### src/rtl/inst_loader.sv
// Boot-time program loader: assembles a length-prefixed, XOR-checksummed byte stream
// into 32-bit words and writes them to instruction memory, holding the CPU in reset until verified.
module inst_loader #(
    parameter int DEPTH_WORDS = 64
) (
    input  logic        clk_i,
    input  logic        rst_i,
    input  logic        start_i,
    input  logic [7:0]  byte_in_i,
    input  logic        byte_valid_i,
    output logic        byte_ready_o,
    output logic        imem_we_o,
    output logic [31:0] imem_addr_o,
    output logic [31:0] imem_wd_o,
    output logic        cpu_rst_o,
    output logic        done_o,
    output logic        err_o
);

    // state    | meaning
    // S_IDLE   | after reset, waiting for START, CPU held in reset
    // S_LEN_LO | expecting low byte of the word count
    // S_LEN_HI | expecting high byte of the word count, then range check
    // S_DATA   | receiving payload bytes, one memory write per 4 bytes
    // S_CHECK  | expecting the XOR checksum byte
    // S_RUN    | image verified, CPU released
    // S_FAIL   | length or checksum error, CPU held in reset
    typedef enum logic [2:0] {
        S_IDLE, S_LEN_LO, S_LEN_HI, S_DATA, S_CHECK, S_RUN, S_FAIL
    } state_t;

    state_t      state_q, state_d;
    logic [7:0]  len_lo_q, len_lo_d;
    logic [15:0] words_left_q, words_left_d;
    logic [1:0]  byte_idx_q, byte_idx_d;
    logic [23:0] word_q, word_d;
    logic [7:0]  csum_q, csum_d;
    logic        we_q, we_d;
    logic [31:0] addr_q, addr_d;
    logic [31:0] wd_q, wd_d;
    logic [31:0] next_addr_q, next_addr_d;

    logic        xfer;
    logic [15:0] len_full;

    assign byte_ready_o = (state_q == S_LEN_LO) || (state_q == S_LEN_HI) ||
                          (state_q == S_DATA)   || (state_q == S_CHECK);
    assign xfer         = byte_valid_i & byte_ready_o;
    assign len_full     = {byte_in_i, len_lo_q};

    always_comb begin
        state_d      = state_q;
        len_lo_d     = len_lo_q;
        words_left_d = words_left_q;
        byte_idx_d   = byte_idx_q;
        word_d       = word_q;
        csum_d       = csum_q;
        we_d         = 1'b0;
        addr_d       = addr_q;
        wd_d         = wd_q;
        next_addr_d  = next_addr_q;

        case (state_q)
            S_IDLE, S_RUN, S_FAIL: begin
                if (start_i) begin
                    state_d      = S_LEN_LO;
                    words_left_d = '0;
                    byte_idx_d   = '0;
                    word_d       = '0;
                    csum_d       = '0;
                    addr_d       = '0;
                    next_addr_d  = '0;
                end
            end
            S_LEN_LO: begin
                if (xfer) begin
                    len_lo_d = byte_in_i;
                    state_d  = S_LEN_HI;
                end
            end
            S_LEN_HI: begin
                if (xfer) begin
                    words_left_d = len_full;
                    if (len_full == 16'd0 || len_full > 16'(DEPTH_WORDS))
                        state_d = S_FAIL;
                    else
                        state_d = S_DATA;
                end
            end
            S_DATA: begin
                if (xfer) begin
                    csum_d     = csum_q ^ byte_in_i;
                    byte_idx_d = byte_idx_q + 2'd1;
                    if (byte_idx_q == 2'd3) begin
                        we_d         = 1'b1;
                        wd_d         = {byte_in_i, word_q};
                        addr_d       = next_addr_q;
                        next_addr_d  = next_addr_q + 32'd4;
                        words_left_d = words_left_q - 16'd1;
                        if (words_left_q == 16'd1)
                            state_d = S_CHECK;
                    end else begin
                        word_d[8*byte_idx_q +: 8] = byte_in_i;
                    end
                end
            end
            S_CHECK: begin
                if (xfer)
                    state_d = (byte_in_i == csum_q) ? S_RUN : S_FAIL;
            end
            default: state_d = S_IDLE;
        endcase
    end

    always_ff @(posedge clk_i) begin
        if (rst_i) begin
            state_q      <= S_IDLE;
            len_lo_q     <= '0;
            words_left_q <= '0;
            byte_idx_q   <= '0;
            word_q       <= '0;
            csum_q       <= '0;
            we_q         <= 1'b0;
            addr_q       <= '0;
            wd_q         <= '0;
            next_addr_q  <= '0;
        end else begin
            state_q      <= state_d;
            len_lo_q     <= len_lo_d;
            words_left_q <= words_left_d;
            byte_idx_q   <= byte_idx_d;
            word_q       <= word_d;
            csum_q       <= csum_d;
            we_q         <= we_d;
            addr_q       <= addr_d;
            wd_q         <= wd_d;
            next_addr_q  <= next_addr_d;
        end
    end

    assign imem_we_o   = we_q;
    assign imem_addr_o = addr_q;
    assign imem_wd_o   = wd_q;
    assign cpu_rst_o   = (state_q != S_RUN);
    assign done_o      = (state_q == S_RUN);
    assign err_o       = (state_q == S_FAIL);

endmodule
### config.mk
export PLATFORM = sky130hd
export DESIGN_NAME = inst_loader
export DESIGN_NICKNAME = d
export VERILOG_FILES = /design/src/rtl/inst_loader.sv
export SDC_FILE = /design/constraint.sdc
export NUM_CORES = 1
export LEC_CHECK = 0
export ABC_AREA = 0
export BUFFER_PORTS_ARGS = -buffer_cell sky130_fd_sc_hd__buf_2
export CAP_MARGIN = 0
export CORE_MARGIN = 1
export CORE_UTILIZATION = 56
export CTS_CLUSTER_SIZE = 25
export DETAILED_ROUTE_END_ITERATION = 6
export PLACE_DENSITY = 0.77
export SLEW_MARGIN = 20
export SYNTH_ARGS = -nofsm -noshare
export SYNTH_HDL_FRONTEND = slang
export SYNTH_SLANG_ARGS = --single-unit
### constraint.sdc
create_clock -name clk_i -period 6.6 [get_ports clk_i]
set_clock_uncertainty 0.15 [all_clocks]
set_input_delay 0.66 -clock clk_i [delete_from_list [all_inputs] [get_ports clk_i]]
set_output_delay 0.66 -clock clk_i [all_outputs]
set_load 0.01 [all_outputs]
==> results of run 1 <==
## cell type report
class | count | share of cell area
clock inverter | 8 | 0.0159
inverter | 13 | 0.00639
multi-input combinational | 596 | 0.437
timing repair buffer | 81 | 0.0544
tap | 143 | 0.0234
sequential | 154 | 0.404
clock buffer | 22 | 0.0595
## critical path, stage by stage, from the launching register on
cell and delay, ns:
dfxtp_1 0.62, nor2b_1 0.66, nand3_1 0.31, and2_1 0.46, nor2_4 0.15, buf_4 0.54
nand2_1 0.14, a21oi_1 0.19
## kinds of logic after synthesis
family / after synthesis / share of synthesized area
buf+inv: 71 / 0.0578
fa+ha+maj: 7 / 0.0129
other cells: 1 / 0.000552
flops: 154 / 0.454
mux: 10 / 0.0151
simple gates: 356 / 0.244
xor+xnor: 33 / 0.0425
compound gates: 188 / 0.173
## worst max-delay path by stage
stage | slack (ns) | end | cells past startpoint
after floorplan | 4.18 | state_q[0] | 7
after global placement | 3.50 | words_left_q[14] | 7
after detailed placement | 3.32 | imem_addr_o[5] | 7
after CTS | 3.29 | imem_addr_o[5] | 7
after global routing | 3.01 | words_left_q[14] | 7
final | 3.27 | imem_wd_o[8] | 7
## registers in the layout, indices dropped and copies added, names as in the netlist
signal        count
next_addr_q      30
imem_wd_o        32
words_left_q     16
imem_addr_o      30
word_q           24
imem_we_o         1
byte_idx_q        2
state_q           3
csum_q            8
len_lo_q          8
## stage by stage
step | hold WS, ns | setup slack, ns | cells | instance area [um^2] | power [mW]
3_5_place_dp | 0.295 | 3.32 | 987 | 7060 | 1.50
3_3_place_gp | 0.288 | 3.50 | 987 | 7060 | 1.48
4_1_cts | 0.303 | 3.29 | 1017 | 7630 | 2.45
2_1_floorplan | 0.282 | 4.18 | 821 | 6800 | 1.42
5_1_grt | 0.316 | 3.01 | 1017 | 7640 | 2.56
6_report | 0.300 | 3.27 | 1017 | 7640 | 2.45
## placed cells by master, fill, tap and decap left out, types with 11 or more instances in the layout
cell	n
dfxtp_1	154
nand2_1	121
nor2_1	103
a21oi_1	81
buf_2	77
nand3_1	45
a22oi_1	39
o21ai_0	28
xor2_1	24
clkbuf_16	17
inv_1	13
nand4_1	12
nor2b_1	11
and3_1	11
## power by group
part,internal [mW],switching (mW),total [mW]
sequential,0.956,0.0368,0.993
combinational,0.151,0.346,0.497
clock,0.598,0.359,0.957
## metal layers
layer  GRT usage  vias up  routed length, um
met5           0        -                  0
met4       0.125        0                447
met3      0.0481       32               1070
met2       0.442      208               7720
met1       0.342     2859               6970
li1            -     2914                  -
==> impl_results.md, run 1 <==
* First-pass GRT wire length at 26900 um
* Wire length after detailed routing at 16200 um
* Library cell with the highest instance count after synthesis: dfxtp_1
* Number of warning messages in the yosys log at 0
* Slack of the worst reg-to-reg path at 3.27 ns
* Total Routing Usage GR at 0.268
* Clock-pin slew on the worst setup and hold paths at 0.06 ns
* Sequential cell area at 3080 um^2
* Top-area cell type share of the netlist area at 0.454
* Top area cells in the synthesized netlist: dfxtp_1 (45%), nand2_1 (6.7%), a21oi_1 (6.0%)
* Post-CTS resize count at 0
* Via count of the first global-routing pass at 5633
* Antenna fix cells at 0
* Initial antenna violation count at 0
* Highest fanout seen on the critical path at 64
* Top cell type by total area after synthesis: dfxtp_1
* Worst reg2reg startpoint: state_q[1]
* Arrival time of the worst setup path at 3.51 ns
* Fraction of the yosys area taken by sequential cells at 0.454
* Number of buffers inserted by post-CTS setup repair at 0
* Violated checks: DRC
* MaxCap Viol Count at 0
* Tcrit/Tclk final at 0.504
* Unrepaired setup endpoints after global routing: false
* Total Die Area at 12600 um^2
* CP startpoint: state_q[1]
* Post-detailed-route count of antenna-violating nets at 0
* Worst r2r path cells at 7
* Average via count per standard cell at 5.91
* Async set-reset flop share out of synthesis at 0
* Commonest register cell after synthesis: dfxtp_1
* Number of max-slew violations in the final report at 0
* Starting Density at 0.585
* Largest net degree at the start of global routing at 65
* Top cells by count, synth: dfxtp_1 (154), nand2_1 (121), nor2_1 (103)
* P per Cell Area at 320 nW/um^2
* Launch instance of the worst min-delay path: imem_wd_o[27]
* Clock latency reported for the late side of the worst-skew pair at 0.42 ns
* Reg2Reg Capture Point: imem_wd_o[8]
* Kind of end point of the critical path: flop
* Post-route setup TNS at 0 ns
* Min-Delay Endpoint: imem_wd_o[27]
* Clock tree root buffer cell: clkbuf_16
* Num Clock Sinks at 154
* Number of placed I/O pins at 81
* Clock tree from TritonCTS: built
* Number of stages on the worst hold path at 2
* Max clock buf depth at 2
* Die width at 112 um
* Critical Path Source Type: flop
* Leakage component of the power at 2.90 nW
* Register bit total from synthesis at 154
* Hold WC Path Type: reg -> reg
* Core ar. at 11600 um^2
* Chip Height at 112 um
* Number of DRC violations after detailed routing at 6
* Area occupied by multi-input gates at 3340 um^2
* Total iterations of the first detailed-routing run at 7
* Cell count after synthesis at 820
* Shortest period the worst path allows at 3.33 ns
* Number of buffers created by CTS at 17
* Class of the most critical setup path: reg -> reg
* Worst-margin pin slew at 0.768 ns
* H-tree depth at 4
* Net total in the final layout at 882
* Required time worst endpoint at 6.78 ns
* Number of endpoints with negative hold slack in the final report at 0
* Netlist cell types at 58
* Detailed-route wire length per cell at 15.9 um
* Hold buffer count at CTS at 0
* Total congestion overflow after global routing at 0
* Number of flops mapped to enable cells by yosys at 0
* Total vias in the final route at 6013
* Highest ir drop seen on vdd at 0.159 mV
* Outcome: complete, but fails checks
* Post-layout utilization of the core at 0.658
* Area of the mapped netlist at 6800 um^2
* Maximum frequency from static timing analysis at 300 MHz
* Worst slew margin relative to its limit at 0.487
* Routability-driven placement congestion ratio at 0.897
* Fillers at 956
* DRT iter0 DRCs at 524
* Total of endpoints with negative setup slack in the final report at 0
* Share of post-route cells with drive strength above 1 at 0.144
* Avg Cell Area, Syn at 8.29 um^2
* Count of input and output buffers at 78
* Count of standard-cell rows at 39
* DPL Wire Length at 10400 um
* Area delta synth->final at 12.4%
Power figures use the tool's default switching activity.
==> inputs of run 2 (changes only) <==
--- a/config.mk
+++ b/config.mk
@@ -5,14 +5,14 @@
 export SDC_FILE = /design/constraint.sdc
 export NUM_CORES = 1
 export LEC_CHECK = 0
-export ABC_AREA = 0
+export ABC_AREA = 1
 export BUFFER_PORTS_ARGS = -buffer_cell sky130_fd_sc_hd__buf_2
 export CAP_MARGIN = 0
 export CORE_MARGIN = 1
-export CORE_UTILIZATION = 56
+export CORE_UTILIZATION = 53
 export CTS_CLUSTER_SIZE = 25
 export DETAILED_ROUTE_END_ITERATION = 6
-export PLACE_DENSITY = 0.77
+export PLACE_DENSITY = 0.76
 export SLEW_MARGIN = 20
 export SYNTH_ARGS = -nofsm -noshare
 export SYNTH_HDL_FRONTEND = slang
==> constraint.sdc (replaced) <==
create_clock -name clk_i -period 2.8 [get_ports clk_i]
set_clock_uncertainty 0.15 [all_clocks]
set_input_delay 0.28 -clock clk_i [delete_from_list [all_inputs] [get_ports clk_i]]
set_output_delay 0.28 -clock clk_i [all_outputs]
set_load 0.01 [all_outputs]
==> run 2 against run 1 <==
The run now ends clean; via count rose by 16%; largest cell class unchanged; maximum frequency rose by 48%; first-iteration DRC count fell by 7.1%; sequential cell count did not move; worst hold slack got worse by 0.25 ns; largest power group unchanged; die area rose by 12%; register-to-register slack got worse by 2.7 ns; clock power rose by 120%; worst setup slack got worse by 2.7 ns; synthesized area rose by 6.0%.
==> impl_results.md, run 2 <==
* GR Layer Usage met3 at 0.0594 (+0.0113)
* Total Die Area at 14100 um^2 (+12%)
* P per Cell Area at 818 nW/um^2 (+160%)
* Kind of end point of the critical path: flop
* Outcome: finished clean
* Number of placed I/O pins at 81 (unchanged)
* DRT iter0 DRCs at 487 (-7.1%)
* Post-detailed-route count of antenna-violating nets at 0 (unchanged)
* Via count of the first global-routing pass at 6287 (+12%)
* Wire length after detailed routing at 17700 um (+9.4%)
* Highest ir drop seen on vdd at 0.483 mV (+200%)
* MaxCap Viol Count at 0 (unchanged)
* First-pass GRT wire length at 29900 um (+11%)
* Slack of the worst reg-to-reg path at 0.56 ns (-2.71 ns)
* Average via count per standard cell at 5.23 (-12%)
* Unrepaired setup endpoints after global routing: false
* Max FFs per register at 32 (unchanged)
* Total iterations of the first detailed-routing run at 6 (-1)
* Post-route setup TNS at 0 ns (unchanged)
* Tcrit/Tclk final at 0.801 (+0.297)
* Worst hold margin at 0.0517 ns (-0.248 ns)
* Hold WC Path Type: in -> reg
* Number of endpoints with negative hold slack in the final report at 0 (unchanged)
* Number of buffers created by CTS at 17 (unchanged)
* Commonest register cell after synthesis: dfxtp_1
* Count of standard-cell rows at 42 (+7.7%)
* Clock tree from TritonCTS: built
* Core ar. at 13200 um^2 (+14%)
* Instance count after placement with tap cells included at 1302 (+32%)
* Worst-margin pin slew at 0.858 ns (+0.0899 ns)
* Area delta synth->final at 14.3%
* Clock latency reported for the late side of the worst-skew pair at 0.43 ns (about the same)
* Top area cells in the synthesized netlist: dfxtp_1 (43%), nand2_1 (16%), a21oi_1 (9.2%)
* Cell count after synthesis at 1084 (+32%)
* Total congestion overflow after global routing at 0 (unchanged)
* Post-layout utilization of the core at 0.622 (-0.0355)
* Clock tree root buffer cell: clkbuf_16
* Final std cells w/o fill at 1336 (+31%)
* Cell-by-cell trace of the critical path: nand2_1, nor2_2, nand2_1, nor2_4, buf_12, inv_2, nor2_1, nor2_1
* Chip Height at 119 um (+5.7%)
* Avg Cell Area, Syn at 6.65 um^2 (-20%)
* Post-CTS resize count at 0 (unchanged)
* Pre-CTS WS at 0.604 ns (-2.71 ns)
* Most Used Layer, Global Route: met2
* Arrival time of the worst setup path at 2.41 ns (-1.10 ns)
* Netlist cell types at 30 (-48%)
* Shortest period the worst path allows at 2.24 ns (-1.09 ns)
* Async set-reset flop share out of synthesis at 0 (unchanged)
* Count of input and output buffers at 78 (unchanged)
* Num Clock Sinks at 154 (unchanged)
* Starting Density at 0.544 (-0.0411)
* Max stage delay on crit path at 0.46 ns (-0.20 ns)
* Met2 track utilization from global routing at 0.429 (-0.0131)
* Fin worst setup slack at 0.556 ns (-2.71 ns)
* Die width at 119 um (+5.7%)
* Number of flops mapped to enable cells by yosys at 0 (unchanged)
* Largest net degree at the start of global routing at 83 (+28%)
* Met1 Resource Use GR at 0.338 (-0.00414)
* Number of DRC violations after detailed routing at 0 (-6)
* Leading cell types in the layout, fill and taps excluded: nand2_1 (309), nor2_1 (163), dfxtp_1 (154)
* Total of endpoints with negative setup slack in the final report at 0 (unchanged)
* Worst slew margin relative to its limit at 0.426 (-0.0611)
* Clock-pin slew on the worst setup and hold paths at 0.06 ns (about the same)
* Detailed-route wire length per cell at 13.3 um (-17%)
* Required time worst endpoint at 2.97 ns (-3.81 ns)
* H-tree depth at 4 (unchanged)
* Maximum frequency from static timing analysis at 446 MHz (+48%)
* Area of the mapped netlist at 7210 um^2 (+6.0%)
* Number of warning messages in the yosys log at 0 (unchanged)
* Highest fanout seen on the critical path at 82 (+28%)
* Top-area cell type share of the netlist area at 0.428 (-0.0257)
* Total vias in the final route at 6988 (+16%)
* Most common cell after layout, fill and taps aside: nand2_1
* Critical Path Source Type: flop
* Number of buffers inserted by post-CTS setup repair at 0 (unchanged)
* Initial antenna violation count at 1 (+1)
* Share of post-route cells with drive strength above 1 at 0.121 (-0.0234)
* Number of max-slew violations in the final report at 0 (unchanged)
* Top cells by count, synth: nand2_1 (309), nor2_1 (163), dfxtp_1 (154)
* Library cell with the highest instance count after synthesis: nand2_1
* Total Routing Usage GR at 0.263 (-0.00454)
* Class of the most critical setup path: reg -> reg
* Leakage component of the power at 3.45 nW (+19%)
* DPL Wire Length at 11800 um (+13%)
* Top cell type by total area after synthesis: dfxtp_1
* Net total in the final layout at 1165 (+32%)
* Critical Path Slowest Stage Cell: dfxtp_1
* Register bit total from synthesis at 154 (unchanged)
* Max clock buf depth at 2 (unchanged)
* Routability-driven placement congestion ratio at 0.883 (-1.6%)
* Fraction of the yosys area taken by sequential cells at 0.428 (-0.0257)
run 2: cell count changes in the layout (fill, tap and decap cells not counted), moves of 9 or more:
| cell | change |
|---|---|
| a21oi_1 | +52 |
| a22oi_1 | -39 |
| and3_1 | -11 |
| inv_1 | +58 |
| nand2_1 | +188 |
| nand3_1 | +15 |
| nor2_1 | +60 |
| nor2b_1 | -11 |
| o21ai_0 | +27 |
| o21ai_1 | +10 |
| xnor2_1 | -9 |
| xor2_1 | -20 |
run 2: kinds of logic (layout without fill, tap and decap cells):
family	Yosys count	in the layout	share of synthesized area
DFF	154	154	0.428
adders and majority gates	7	7	0.0122
other	1	3	0.000520
buffers and inverters	127	201	0.0740
xor gates and xnor gates	4	4	0.00486
and+or+nand+nor	582	582	0.334
AOI/OAI and AO/OA	209	209	0.147
run 2: report_power, final:
group	switching, mW	internal (mW)
logic	1.58	0.593
clock network	0.912	1.21
registers	0.112	2.34
run 2: worst paths after layout:
| kind | start | cells past startpoint | endpoint |
|---|---|---|---|
| worst max-delay path | state_q[1] | 8 | imem_wd_o[2] |
| worst max register to register | state_q[1] | 8 | imem_wd_o[2] |
| worst min-delay path | byte_in_i[5] | 3 | word_q[13] |
| worst min register to register | word_q[16] | 2 | imem_wd_o[16] |
run 2: final cells by class:
class / instances / area [um^2]
Antenna cell: 1 / 2.50
Clock buffer: 24 / 482
Clock inverter: 8 / 62.6
Fill cell: 1278 / 5000
Inverter: 80 / 300
Multi-Input combinational cell: 804 / 3600
Sequential cell: 154 / 3080
Tap cell: 176 / 220
Timing Repair Buffer: 89 / 488
run 2: through the flow:
step | cell area (um^2) | power [mW]
floorplan | 7210 | 4.26
global placement | 7680 | 4.61
detailed placement | 7680 | 4.65
CTS | 8240 | 6.76
global route | 8240 | 7.17
finish | 8240 | 6.74
run 2: repair_timing:
item / 4_1_cts / 5_1_grt
setup endpoints to repair: 0 / 0
hold endpoints to repair: 1 / 0
hold buffers: 1 / 0
run 2: per-layer routing:
metal	vias to the layer above	part of all wire
met5	-	0
met4	0	0.023
met3	33	0.049
met2	190	0.47
met1	3142	0.46
li1	3623	-
run 2: critical path, delay by kind of cell (launching register included):
| family | cells | cell delay, ns |
|---|---|---|
| and+or+nand+nor | 6 | 0.96 |
| buffers and inverters | 2 | 0.51 |
| DFF | 1 | 0.46 |
